<file path="config.mk">
export PLATFORM = sky130hd
export DESIGN_NAME = universal_shift_reg_flat
export DESIGN_NICKNAME = d
export VERILOG_FILES = /design/src/rtl/universal_shift_reg_if.sv /design/src/rtl/universal_shift_reg.sv /design/src/flat_wrapper.sv
export SDC_FILE = /design/constraint.sdc
export NUM_CORES = 1
export LEC_CHECK = 0
export CELL_PAD_IN_SITES_DETAIL_PLACEMENT = 0
export CELL_PAD_IN_SITES_GLOBAL_PLACEMENT = 1
export CORE_AREA = 2 2 44 54
export DETAILED_ROUTE_END_ITERATION = 8
export DIE_AREA = 0 0 46 56
export MAX_ROUTING_LAYER = met4
export PLACE_DENSITY_LB_ADDON = 0.1
export RECOVER_POWER = 100
export SLEW_MARGIN = 10
export SYNTH_ARGS = -nofsm -noshare
export SYNTH_HDL_FRONTEND = slang
export SYNTH_SLANG_ARGS = --single-unit
</file>
<file path="constraint.sdc">
create_clock -name clk_2 -period 1.5 [get_ports clk_2]
set_input_delay 0.3 -clock clk_2 [delete_from_list [all_inputs] [get_ports clk_2]]
set_output_delay 0.3 -clock clk_2 [all_outputs]
set_load 0.005 [all_outputs]
</file>
<file path="src/rtl/universal_shift_reg_if.sv">
// Control, data and status bundle for universal_shift_reg.
// The master drives mode/serial/parallel inputs; the slave returns register state.
interface universal_shift_reg_if #(
  parameter int unsigned NBITS = 4
) ();
  localparam int unsigned CW = $clog2(NBITS);

  logic             enable;
  logic [2:0]       mode;
  logic             ser_in_r;
  logic             ser_in_l;
  logic [NBITS-1:0] par_in;
  logic [NBITS-1:0] q;
  logic             ser_out_r;
  logic             ser_out_l;
  logic [CW-1:0]    shift_cnt;
  logic             word_ready;

  modport master (
    output enable, mode, ser_in_r, ser_in_l, par_in,
    input  q, ser_out_r, ser_out_l, shift_cnt, word_ready
  );

  modport slave (
    input  enable, mode, ser_in_r, ser_in_l, par_in,
    output q, ser_out_r, ser_out_l, shift_cnt, word_ready
  );
endinterface

</file>
<file path="src/rtl/universal_shift_reg.sv">
// Run-time selectable shift register: hold, shift L/R, load, rotate, clear.
// Counts serial shifts and pulses word_ready when a full NBITS-bit word has been shifted.
module universal_shift_reg #(
  parameter int unsigned NBITS = 4
) (
  input logic                  clk_2,
  input logic                  reset,
  universal_shift_reg_if.slave bus
);
  localparam int unsigned CW = $clog2(NBITS);

  localparam logic [2:0] MODE_HOLD = 3'b000;
  localparam logic [2:0] MODE_SHR  = 3'b001;
  localparam logic [2:0] MODE_SHL  = 3'b010;
  localparam logic [2:0] MODE_LOAD = 3'b011;
  localparam logic [2:0] MODE_ROR  = 3'b100;
  localparam logic [2:0] MODE_ROL  = 3'b101;
  localparam logic [2:0] MODE_CLR  = 3'b110;

  logic [NBITS-1:0] q_d, q_q;
  logic [CW-1:0]    cnt_d, cnt_q;
  logic             wr_d, wr_q;
  logic             shift_c;

  // Next-state: data path, shift counter and word-complete pulse
  always_comb begin
    q_d     = q_q;
    cnt_d   = cnt_q;
    wr_d    = 1'b0;
    shift_c = 1'b0;
    if (bus.enable) begin
      case (bus.mode)
        MODE_HOLD: q_d = q_q;
        MODE_SHR: begin
          q_d     = {bus.ser_in_r, q_q[NBITS-1:1]};
          shift_c = 1'b1;
        end
        MODE_SHL: begin
          q_d     = {q_q[NBITS-2:0], bus.ser_in_l};
          shift_c = 1'b1;
        end
        MODE_LOAD: begin
          q_d   = bus.par_in;
          cnt_d = '0;
        end
        MODE_ROR: q_d = {q_q[0], q_q[NBITS-1:1]};
        MODE_ROL: q_d = {q_q[NBITS-2:0], q_q[NBITS-1]};
        MODE_CLR: begin
          q_d   = '0;
          cnt_d = '0;
        end
        default: q_d = q_q;
      endcase
      // Either direction counts toward the same word
      if (shift_c) begin
        if (cnt_q == CW'(NBITS - 1)) begin
          cnt_d = '0;
          wr_d  = 1'b1;
        end else begin
          cnt_d = cnt_q + CW'(1);
        end
      end
    end
  end

  always_ff @(posedge clk_2) begin
    if (reset) begin
      q_q   <= '0;
      cnt_q <= '0;
      wr_q  <= 1'b0;
    end else begin
      q_q   <= q_d;
      cnt_q <= cnt_d;
      wr_q  <= wr_d;
    end
  end

  assign bus.q          = q_q;
  assign bus.ser_out_r  = q_q[0];
  assign bus.ser_out_l  = q_q[NBITS-1];
  assign bus.shift_cnt  = cnt_q;
  assign bus.word_ready = wr_q;
endmodule

</file>
<file path="src/flat_wrapper.sv">
// flat-port wrapper written by rule: the top's interface ports become plain ports
module universal_shift_reg_flat 
#(
  parameter int unsigned NBITS = 4
)
  (clk_2, reset, bus_enable, bus_mode, bus_ser_in_r, bus_ser_in_l, bus_par_in, bus_q, bus_ser_out_r, bus_ser_out_l, bus_shift_cnt, bus_word_ready);
  universal_shift_reg_if #(.NBITS(NBITS)) bus_i ();
  input logic clk_2;
  input logic reset;
  input wire logic [$bits(bus_i.enable)-1:0] bus_enable;
  input wire logic [$bits(bus_i.mode)-1:0] bus_mode;
  input wire logic [$bits(bus_i.ser_in_r)-1:0] bus_ser_in_r;
  input wire logic [$bits(bus_i.ser_in_l)-1:0] bus_ser_in_l;
  input wire logic [$bits(bus_i.par_in)-1:0] bus_par_in;
  output wire logic [$bits(bus_i.q)-1:0] bus_q;
  output wire logic [$bits(bus_i.ser_out_r)-1:0] bus_ser_out_r;
  output wire logic [$bits(bus_i.ser_out_l)-1:0] bus_ser_out_l;
  output wire logic [$bits(bus_i.shift_cnt)-1:0] bus_shift_cnt;
  output wire logic [$bits(bus_i.word_ready)-1:0] bus_word_ready;
  assign bus_i.enable = bus_enable;
  assign bus_i.mode = bus_mode;
  assign bus_i.ser_in_r = bus_ser_in_r;
  assign bus_i.ser_in_l = bus_ser_in_l;
  assign bus_i.par_in = bus_par_in;
  assign bus_q = bus_i.q;
  assign bus_ser_out_r = bus_i.ser_out_r;
  assign bus_ser_out_l = bus_i.ser_out_l;
  assign bus_shift_cnt = bus_i.shift_cnt;
  assign bus_word_ready = bus_i.word_ready;
  universal_shift_reg #(.NBITS(NBITS)) u_core (.clk_2(clk_2), .reset(reset), .bus(bus_i));
endmodule
</file>
; Word-level counts from Yosys, hierarchy flattened
; Cells that the tools add are included.
[totals]
out_inout_bits = 9
ff_bits = 7
input_bits = 12
wordCells = 27
[classes]
n_addsub = 1
eq_ne = 7
muxes = 7
n_bitwise = 2
reduce_logical = 7
[op_table]
columns = cell, n
row1 = case mux 4 bit (6 select lines), 1
row2 = "== test 3 bit, second input constant", 3
row3 = "== test 3 x 2 -> 1 bit, second input constant", 2
row4 = 2-to-1 mux 2 bit, 3
row5 = nonzero test 6 bit, 1
row6 = AND reduction 2 bit, 2
row7 = OR reduction 2 bit, 2
row8 = "== test 3 x 1 -> 1 bit, second input constant", 1
row9 = 2-to-1 mux 1 bit, 3
row10 = OR reduction 3 bit, 1
row11 = "adder 2 x 1 -> 2 bit, second input constant", 1
row12 = "== test 2 bit, second input constant", 1
row13 = inverter 1 bit, 2
row14 = nonzero test 2 bit, 1

; Logic depth before layout (Yosys ltp)
; Gate-level depths: netlist (run 1).
[depth]
depth_word = 6
mapped_depth = 6
ltp_nobuf = 5

; Worst setup path after synthesis (run 1)
; Ideal clock, no wire load.
[synth_path]
path_kind = flip-flop to flip-flop
start = register u_core.cnt_q[0], in the netlist u_core.bus.shift_cnt[0]
end = register u_core.cnt_q[1], in the netlist u_core.bus.shift_cnt[1]
path_slack_ps = 243
period_less_slack_ps = 1257
setup_time_ps = 122
arrival_ps = 1135
n_path_buf = 0
path_stages_with_launch = 5
t_required_ps = 1378
path_cell_list = dfxtp_1 -> ha_1 -> a32o_1 -> a221oi_1 -> nor2_1
[synth_via]
elab_chain_len = 3
word_cells_on_any_way = 4
cone_classes = 1 x add/sub / 1 x eq/ne / 2 x mux
[synth_lines]
columns = element, line_no
row1 = "start, declared", universal_shift_reg.sv:21  ; logic [CW-1:0] cnt_d, cnt_q;
row2 = "start signal, assigned", universal_shift_reg.sv:73  ; cnt_q <= cnt_d;
row3 = adder 2 x 1 -> 2 bit or == test 2 bit (tied branches), "universal_shift_reg.sv:60, universal_shift_reg.sv:56"
row4 = 2-to-1 mux 2 bit *, universal_shift_reg.sv:56  ; if (cnt_q == CW'(NBITS - 1)) begin
row5 = 2-to-1 mux 2 bit *, universal_shift_reg.sv:55  ; if (shift_c) begin
; Every way passes the cells marked *; elsewhere a longest branch is shown, timed or not.
; A chain may end at the register's enable or synchronous reset.

; Final worst setup path (run 1)
[layout_path]
start = register u_core.cnt_q[1], in the netlist u_core.bus.shift_cnt[1]
end = output port bus_shift_cnt[1]
[layout_lines]
columns = element, line_no
row1 = "end, declared", flat_wrapper.sv:18  ; output wire logic [$bits(bus_i.shift_cnt)-1:0] bus_shift_cnt;
; No word-level cell between the ends.

==> results.py, run 1 <==
metrics = {
    "grt": {
        "largest_net_degree_at_the_start_of_global_routing": 10,
        "grt-ovfl-total": 0,
        "grt_antenna_before_repair": 0,
        "grt_pass1_vias": 617,
        "wire_length_of_the_first_global_routing_pass_mm": 2.79,
        "grt_util_all_layers": 0.153,
    },
    "status": {
        "outcome": "finished clean",
    },
    "setup_path": {
        "critPathLaunch": "u_core.bus.shift_cnt[1]",
        "critPathRequiredTime_ns": 1.20,
        "crit_slowest_cell": "sky130_fd_sc_hd__clkdlybuf4s50_1",
        "crit_path_max_incr_delay_ns": 0.52,
        "crit_chain": "clkdlybuf4s50_1",
        "r2r_slack_ns": 0.09,
        "worst-path-buf-inv": 1,
        "crit_path_start_kind": "flop",
        "crit_path_max_fanout": 4,
        "rr_startpoint": "u_core.bus.shift_cnt[0]",
        "setup.worst_path.end_class": "primary output",
        "crit_arrival_ns": 1.14,
        "cpLargestDelayFamily": "buffers and inverters",
        "worstSetupPathType": "reg2out",
    },
    "drt": {
        "route.detailed.vias_per_inst": 4.95,
        "detail_route.drc_violations": 0,
        "antenna_left": 0,
        "number_of_vias_in_the_routed_layout": 638,
        "total_length_of_routed_wires_mm": 1.70,
        "firstDrtPassIters": 4,
        "post_drt_wl_per_cell_um": 13.1,
        "drt_iter0_drc": 11,
    },
    "clocking": {
        "cts-buffers-inserted": 3,
        "cts_htree_levels": 1,
        "cts_root_buffer": "sky130_fd_sc_hd__clkbuf_4",
        "clk_latency_ns": 0.25,
        "worst_setup_hold_path_clk_slew_ns": 0.05,
        "cts_hold_buf": 0,
        "clock_sink_count": 7,
        "cts.repair_timing.setup_buffer_count": 0,
        "clockBufferDepth": 2,
        "cts_tree": "yes",
    },
    "floorplan": {
        "fp.dieArea_um2": 2580,
        "floorplan.initialDensity": 0.278,
        "die_h_um": 56,
        "die_w_um": 46,
        "std_cell_rows": 18,
        "pin_count": 21,
        "core_um2": 2030,
    },
    "pwr": {
        "worst_ir_drop_on_vdd_uv": 530,
        "power_density_over_the_cells_nw_per_um2": 636,
        "power.static_leakage_nw": 0.386,
        "finalPower_mw": 0.571,
    },
    "synth": {
        "netlist_area_um2": 563,
        "postSynthCellCount": 73,
        "postSynthAreaPerCell_um2": 7.71,
        "seq_area_frac_synth": 0.249,
        "post_synth_num_cell_types": 29,
        "yosys_register_bits": 7,
        "mapped_nets": 86,
        "synth-warning-count": 0,
    },
    "timing": {
        "fmax_ghz": 0.693,
        "setup_ws_ns": 0.0575,
        "timing.slew.headroom": 0.765,
        "hold-worst-slack_ns": 0.512,
        "finalSetupTns_ns": 0,
        "report.final.slew_viol_count": 0,
        "worst_pin_slew_ns": 0.352,
        "number_of_setup_violations_in_the_final_report": 0,
        "fin_crit_sh": 0.962,
        "hold_violations": 0,
        "min_clock_period_post_route_ns": 1.44,
        "clock-skew-final_ns": 0.00255,
        "rsz0062_at_grt": "no",
    },
    "cells_and_area": {
        "stdcell_area_um2": 898,
        "nFillCells": 225,
        "commonest_non_fill_non_tap_cell_in_the_layout": "sky130_fd_sc_hd__buf_4",
        "area_growth_pct": 59.6,
        "instances_no_fill": 129,
        "drive_above_1_share": 0.248,
        "post-route-util": 0.443,
        "final_cell_mix": "sky130_fd_sc_hd__buf_4 (17), sky130_fd_sc_hd__clkdlybuf4s50_1 (16), sky130_fd_sc_hd__nor2_1 (12)",
        "nets": 123,
        "multi_input_area_um2": 344,
        "antennaDiodeCount": 0,
        "seqCellArea_um2": 145,
    },
    "placed_design": {
        "placed_cells": 125,
        "detailed_place.area_um2": 875,
        "buffer_ports.inserted": 20,
        "post-dp-hpwl_mm": 1.36,
        "dp_slack_ns": -0.382,
        "place_congestion": 0.843,
    },
    "flow_run": {
        "maxCapViolations": 0,
    },
    "hold_path": {
        "min_from": "u_core.bus.q[0]",
        "holdCritPathClass": "reg2reg",
    },
}
==> worst paths after layout <==
kind                             end  cells after the start
max                 bus_shift_cnt[1]                      1
min                  u_core.bus.q[1]                      2
max reg2reg  u_core.bus.shift_cnt[1]                      4
min reg2reg          u_core.bus.q[1]                      2
==> power by group <==
group	switching, mW	leakage (nW)	total (mW)	internal [mW]
logic	0.0771	0.312	0.188	0.111
clock network	0.0691	0.0150	0.171	0.101
registers	0.0140	0.0587	0.213	0.199
total	0.160	0.386	0.571	0.411
==> metal layers <==
layer | vias up | track usage | wire [um]
met1 | 285 | 0.181 | 766
li1 | 335 | - | -
met4 | 0 | 0.0245 | 16
met5 | - | - | 0
met3 | 2 | 0.0584 | 72
met2 | 16 | 0.244 | 840
==> sequential cells by signal (all words and copies together), names as in the netlist <==
signal                 cells
u_core.bus.q               4
u_core.bus.shift_cnt       2
u_core.bus.word_ready      1
==> synth_stat cells <==
cell type,n,area share
sky130_fd_sc_hd__o21a_1,1,0.013
sky130_fd_sc_hd__o2bb2ai_1,1,0.016
sky130_fd_sc_hd__mux2i_1,2,0.036
sky130_fd_sc_hd__o311ai_0,1,0.016
sky130_fd_sc_hd__buf_6,1,0.020
sky130_fd_sc_hd__inv_1,6,0.040
sky130_fd_sc_hd__nor3_1,2,0.018
sky130_fd_sc_hd__o32ai_1,1,0.016
sky130_fd_sc_hd__o211ai_1,1,0.013
sky130_fd_sc_hd__a32o_1,1,0.018
sky130_fd_sc_hd__nand2b_1,4,0.044
sky130_fd_sc_hd__nand2_1,6,0.040
sky130_fd_sc_hd__a211o_1,2,0.031
sky130_fd_sc_hd__a211oi_1,1,0.013
sky130_fd_sc_hd__nor2_1,12,0.080
sky130_fd_sc_hd__ha_1,1,0.022
sky130_fd_sc_hd__and3_1,1,0.011
sky130_fd_sc_hd__buf_4,5,0.067
sky130_fd_sc_hd__nor2b_1,1,0.011
sky130_fd_sc_hd__dfxtp_1,7,0.25
sky130_fd_sc_hd__o21ai_0,4,0.036
sky130_fd_sc_hd__a211oi_4,1,0.036
sky130_fd_sc_hd__a221oi_1,1,0.016
sky130_fd_sc_hd__nand3b_1,2,0.027
sky130_fd_sc_hd__a31oi_1,2,0.022
sky130_fd_sc_hd__a21oi_1,1,0.0089
sky130_fd_sc_hd__and3_4,1,0.020
sky130_fd_sc_hd__xnor2_1,1,0.016
sky130_fd_sc_hd__a311oi_1,3,0.047
==> timing repair <==
item,CTS,global route
setup endpoints to repair,10,6
resized for setup,5,2
pin swaps,1,0
==> logic make-up after synthesis <==
kind of cell             count (synthesis)  share of synthesized area
XOR/XNOR                                 1                     0.0156
AND/OR/NAND/NOR                         29                      0.251
adder cells (fa/ha/maj)                  1                     0.0222
multiplexers                             2                     0.0356
AO/OA/AOI/OAI                           21                      0.300
buffers and inverters                   12                      0.127
flip-flops                               7                      0.249
==> cell type report <==
cell class	count	share of cell area
repair buffers	38	0.373
well taps	20	0.0279
inverters	6	0.0251
flip-flops and latches	7	0.162
clock buffers	4	0.0292
multi-input cells	54	0.383
Note: power is estimated with default switching activity, not from simulation.
==> run 2: changes to the inputs <==
Settings changed: GPL_TIMING_DRIVEN set to 0.
==> results.py, run 2 (same netlist as run 1, synthesis figures left out) <==
metrics = {
    "pwr": {
        "power.static_leakage_nw": 0.355,
        "finalPower_mw": 0.551,
        "power_density_over_the_cells_nw_per_um2": 663,
        "worst_ir_drop_on_vdd_uv": 397,
    },
    "cells_and_area": {
        "drive_above_1_share": 0.175,
        "post-route-util": 0.410,
        "nFillCells": 221,
        "largest_register_ff_count": 4,
        "final_cell_mix": "sky130_fd_sc_hd__nor2_1 (12), sky130_fd_sc_hd__clkdlybuf4s50_1 (12), sky130_fd_sc_hd__inv_1 (6), sky130_fd_sc_hd__nand2_1 (6), sky130_fd_sc_hd__buf_4 (5)",
        "nets": 111,
        "antennaDiodeCount": 0,
        "area_growth_pct": 47.6,
    },
    "clocking": {
        "worst_setup_hold_path_clk_slew_ns": 0.05,
        "clk_latency_ns": 0.25,
        "cts-buffers-inserted": 3,
        "cts_tree": "yes",
        "clock_sink_count": 7,
        "cts_htree_levels": 1,
        "cts_root_buffer": "sky130_fd_sc_hd__clkbuf_4",
        "clockBufferDepth": 2,
    },
    "setup_path": {
        "crit_slowest_cell": "sky130_fd_sc_hd__clkdlybuf4s50_1",
        "crit_arrival_ns": 1.14,
        "worstSetupPathType": "reg2out",
        "timing.critical_path.depth": 1,
        "crit_path_max_incr_delay_ns": 0.52,
        "worst-path-buf-inv": 1,
        "setup.worst_path.end_class": "primary output",
        "critPathRequiredTime_ns": 1.20,
        "r2r_cells": 4,
        "crit_path_start_kind": "flop",
        "cpLargestDelayFamily": "buffers and inverters",
        "crit_chain": "clkdlybuf4s50_1",
        "crit_path_max_fanout": 4,
    },
    "timing": {
        "fin_crit_sh": 0.957,
        "hold_violations": 0,
        "worst_pin_slew_ns": 0.310,
        "fmax_ghz": 0.696,
        "rsz0062_at_grt": "no",
        "finalSetupTns_ns": 0,
        "min_clock_period_post_route_ns": 1.44,
        "number_of_setup_violations_in_the_final_report": 0,
        "timing.slew.headroom": 0.790,
        "clock-skew-final_ns": 0.00112,
        "report.final.slew_viol_count": 0,
    },
    "hold_path": {
        "holdCritPathClass": "in2reg",
        "hold_depth": 2,
    },
    "drt": {
        "drt_iter0_drc": 5,
        "route.detailed.vias_per_inst": 5.10,
        "total_length_of_routed_wires_mm": 1.54,
        "antenna_left": 0,
        "post_drt_wl_per_cell_um": 13.1,
        "detail_route.drc_violations": 0,
        "number_of_vias_in_the_routed_layout": 597,
        "firstDrtPassIters": 4,
    },
    "floorplan": {
        "floorplan.initialDensity": 0.278,
        "pin_count": 21,
        "die_w_um": 46,
        "std_cell_rows": 18,
        "fp.dieArea_um2": 2580,
        "core_um2": 2030,
        "die_h_um": 56,
    },
    "placed_design": {
        "place_congestion": 0.793,
        "post-dp-hpwl_mm": 1.17,
        "buffer_ports.inserted": 19,
    },
    "grt": {
        "grt_util_all_layers": 0.141,
        "wire_length_of_the_first_global_routing_pass_mm": 2.62,
        "grt_pass1_vias": 554,
        "grt-ovfl-total": 0,
        "largest_net_degree_at_the_start_of_global_routing": 11,
        "grt_antenna_before_repair": 0,
    },
    "status": {
        "outcome": "finished clean",
    },
    "flow_run": {
        "maxCapViolations": 0,
    },
}
run 2: power breakdown:
part / internal, mW / switching (mW) / total, mW
logic: 0.0962 / 0.0758 / 0.172
registers: 0.198 / 0.0132 / 0.211
clock network: 0.101 / 0.0666 / 0.168
total: 0.395 / 0.156 / 0.551
run 2: worst paths after layout:
kind,start,end,slack (ns)
hold reg to reg,u_core.bus.shift_cnt[0],u_core.bus.shift_cnt[0],0.52
hold / removal,bus_enable,u_core.bus.q[1],0.41
setup reg to reg,u_core.bus.shift_cnt[0],u_core.bus.shift_cnt[1],0.18
setup / recovery,u_core.bus.shift_cnt[0],bus_shift_cnt[0],0.06
run 2: repair_timing:
item,in CTS,in global routing
hold buffers,0,0
endpoints found under the hold margin,0,0
setup endpoints to repair,6,6
resized for setup,10,3
pin swaps,0,1
buffers inserted,1,0
run 2: through the flow:
step                      cell area, um^2  hold WS [ns]  cells  worst slack, ns
after floorplan                       563         0.372     73            0.243
after global placement                778         0.507    112           -0.380
after detailed placement              778         0.519    112           -0.328
after CTS                             826         0.475    117           0.0276
after global routing                  831         0.454    117         0.000397
final                                 831         0.413    117           0.0638
run 2: per-layer routing:
metal / part of all wire / global-route usage / wire length, um
met5: 0 / - / 0
met1: 0.48 / 0.189 / 734
met2: 0.47 / 0.198 / 718
met3: 0.049 / 0.0584 / 75
met4: 0.0052 / 0.0245 / 8
run 2: layout make-up:
type	count	area, um^2	share of cell area
buffer	6	56.3	0.0678
clock buffer	4	26.3	0.0316
sequential	7	146	0.176
tap	20	25.0	0.0301
timing repair buffer	20	198	0.238
multi-input combinational	54	357	0.429
inverter	6	22.5	0.0271
==> run 3: changes to the inputs <==
Settings changed: CAP_MARGIN set to 20, CORE_AREA 2 2 44 54 to 10 10 52 62, DIE_AREA 0 0 46 56 to 0 0 62 72.
==> results.py, run 3 (same netlist as run 1, synthesis figures left out) <==
metrics = {
    "flow_run": {
        "maxCapViolations": 0,
    },
    "drt": {
        "drt_iter0_drc": 18,
        "total_length_of_routed_wires_mm": 1.73,
        "detail_route.drc_violations": 0,
        "antenna_left": 0,
        "firstDrtPassIters": 4,
        "number_of_vias_in_the_routed_layout": 617,
        "post_drt_wl_per_cell_um": 13.7,
        "route.detailed.vias_per_inst": 4.86,
    },
    "grt": {
        "grt-ovfl-total": 0,
        "largest_net_degree_at_the_start_of_global_routing": 11,
        "grt_util_all_layers": 0.0860,
        "grt_antenna_before_repair": 0,
        "grt_pass1_vias": 633,
        "wire_length_of_the_first_global_routing_pass_mm": 2.97,
    },
    "pwr": {
        "power_density_over_the_cells_nw_per_um2": 658,
        "power.static_leakage_nw": 0.352,
        "worst_ir_drop_on_vdd_uv": 455,
        "finalPower_mw": 0.547,
    },
    "setup_path": {
        "critPathRequiredTime_ns": 1.20,
        "r2r_cells": 4,
        "r2r_slack_ns": 0.17,
        "crit_path_max_incr_delay_ns": 0.53,
        "worst-path-buf-inv": 1,
        "crit_slowest_cell": "sky130_fd_sc_hd__clkdlybuf4s50_1",
        "rr_startpoint": "u_core.bus.shift_cnt[0]",
        "crit_chain": "clkdlybuf4s50_1",
        "critPathLaunch": "u_core.bus.shift_cnt[1]",
        "worst_r2r_endpoint": "u_core.bus.shift_cnt[1]",
        "endpoint": "bus_shift_cnt[1]",
        "crit_arrival_ns": 1.14,
        "crit_path_max_fanout": 4,
        "timing.critical_path.depth": 1,
        "crit_path_start_kind": "flop",
        "setup.worst_path.end_class": "primary output",
        "cpLargestDelayFamily": "buffers and inverters",
        "worstSetupPathType": "reg2out",
    },
    "cells_and_area": {
        "nFillCells": 225,
        "area_growth_pct": 47.8,
        "stdcell_area_um2": 832,
        "drive_above_1_share": 0.165,
        "largest_register_ff_count": 4,
        "nets": 111,
        "final_cell_mix": "sky130_fd_sc_hd__nor2_1 (12), sky130_fd_sc_hd__clkdlybuf4s50_1 (12), sky130_fd_sc_hd__inv_1 (6), sky130_fd_sc_hd__nand2_1 (6), sky130_fd_sc_hd__buf_4 (5)",
        "antennaDiodeCount": 0,
    },
    "timing": {
        "worst_pin_slew_ns": 0.313,
        "number_of_setup_violations_in_the_final_report": 0,
        "min_clock_period_post_route_ns": 1.44,
        "hold_violations": 0,
        "timing.slew.headroom": 0.789,
        "fmax_ghz": 0.692,
        "clock-skew-final_ns": 0.000115,
        "fin_crit_sh": 0.963,
        "rsz0062_at_grt": "no",
        "finalSetupTns_ns": 0,
        "report.final.slew_viol_count": 0,
    },
    "clocking": {
        "cts_tree": "yes",
        "cts_htree_levels": 1,
        "cts_root_buffer": "sky130_fd_sc_hd__clkbuf_4",
        "clk_latency_ns": 0.25,
        "cts-buffers-inserted": 3,
        "cts_hold_buf": 0,
        "worst_setup_hold_path_clk_slew_ns": 0.05,
        "clock_sink_count": 7,
        "clockBufferDepth": 2,
    },
    "placed_design": {
        "place_congestion": 0.807,
        "post-dp-hpwl_mm": 1.39,
        "detailed_place.area_um2": 791,
        "buffer_ports.inserted": 19,
    },
    "floorplan": {
        "die_h_um": 72,
        "floorplan.initialDensity": 0.275,
        "pin_count": 21,
        "std_cell_rows": 18,
        "fp.dieArea_um2": 4460,
        "die_w_um": 62,
        "core_um2": 2050,
    },
    "hold_path": {
        "holdCritPathClass": "in2reg",
    },
    "status": {
        "outcome": "finished clean",
    },
}
-- run 3: where the power goes --
group          switching (mW)  leakage, nW  internal, mW
clock network          0.0663       0.0150         0.101
registers              0.0129       0.0587         0.198
logic                  0.0759        0.278        0.0935
total                   0.155        0.352         0.392
-- run 3: how the worst min path moves through the flow --
stage                       startpoint                       to  slack (ns)  cells after the start
2_1_floorplan                    reset          u_core.bus.q[1]        0.37                      1
3_3_place_gp   u_core.bus.shift_cnt[0]  u_core.bus.shift_cnt[0]        0.51                      1
3_5_place_dp   u_core.bus.shift_cnt[0]  u_core.bus.shift_cnt[0]        0.52                      1
4_1_cts                    bus_mode[0]  u_core.bus.shift_cnt[0]        0.50                      4
5_1_grt                     bus_enable          u_core.bus.q[1]        0.44                      2
6_report                    bus_enable          u_core.bus.q[1]        0.42                      2
-- run 3: routing by layer --
layer,wire length (um),vias up,part of all wire,global-route usage
li1,-,308,-,-
met1,789,288,0.46,0.107
met2,858,19,0.49,0.132
met3,69,2,0.040,0.0226
met4,16,0,0.0092,0.0224
met5,0,-,0,-
-- run 3: through the flow --
stage	utilization	setup WS (ns)	std cells	hold slack, ns
final	0.406	0.0551	127	0.422
after detailed placement	0.386	-0.352	122	0.515
after global placement	0.386	-0.372	122	0.508
after global routing	0.406	0.00171	127	0.440
after CTS	0.407	0.00737	127	0.495
after floorplan	-	0.243	73	0.372
-- run 3: area by class of cell --
type / instances / area, um^2 / area share
timing repair buffer: 20 / 198 / 0.238
multi-input combinational: 54 / 352 / 0.423
tap: 30 / 37.5 / 0.0451
buffer: 6 / 50.0 / 0.0602
sequential: 7 / 146 / 0.176
inverter: 6 / 22.5 / 0.0271
clock buffer: 4 / 26.3 / 0.0316
-- run 3: timing repair --
item / in CTS / in global routing
gates resized for setup: 10 / 2
setup buffers: 1 / 0
endpoints found under the setup margin: 8 / 5
cloned: 0 / 0
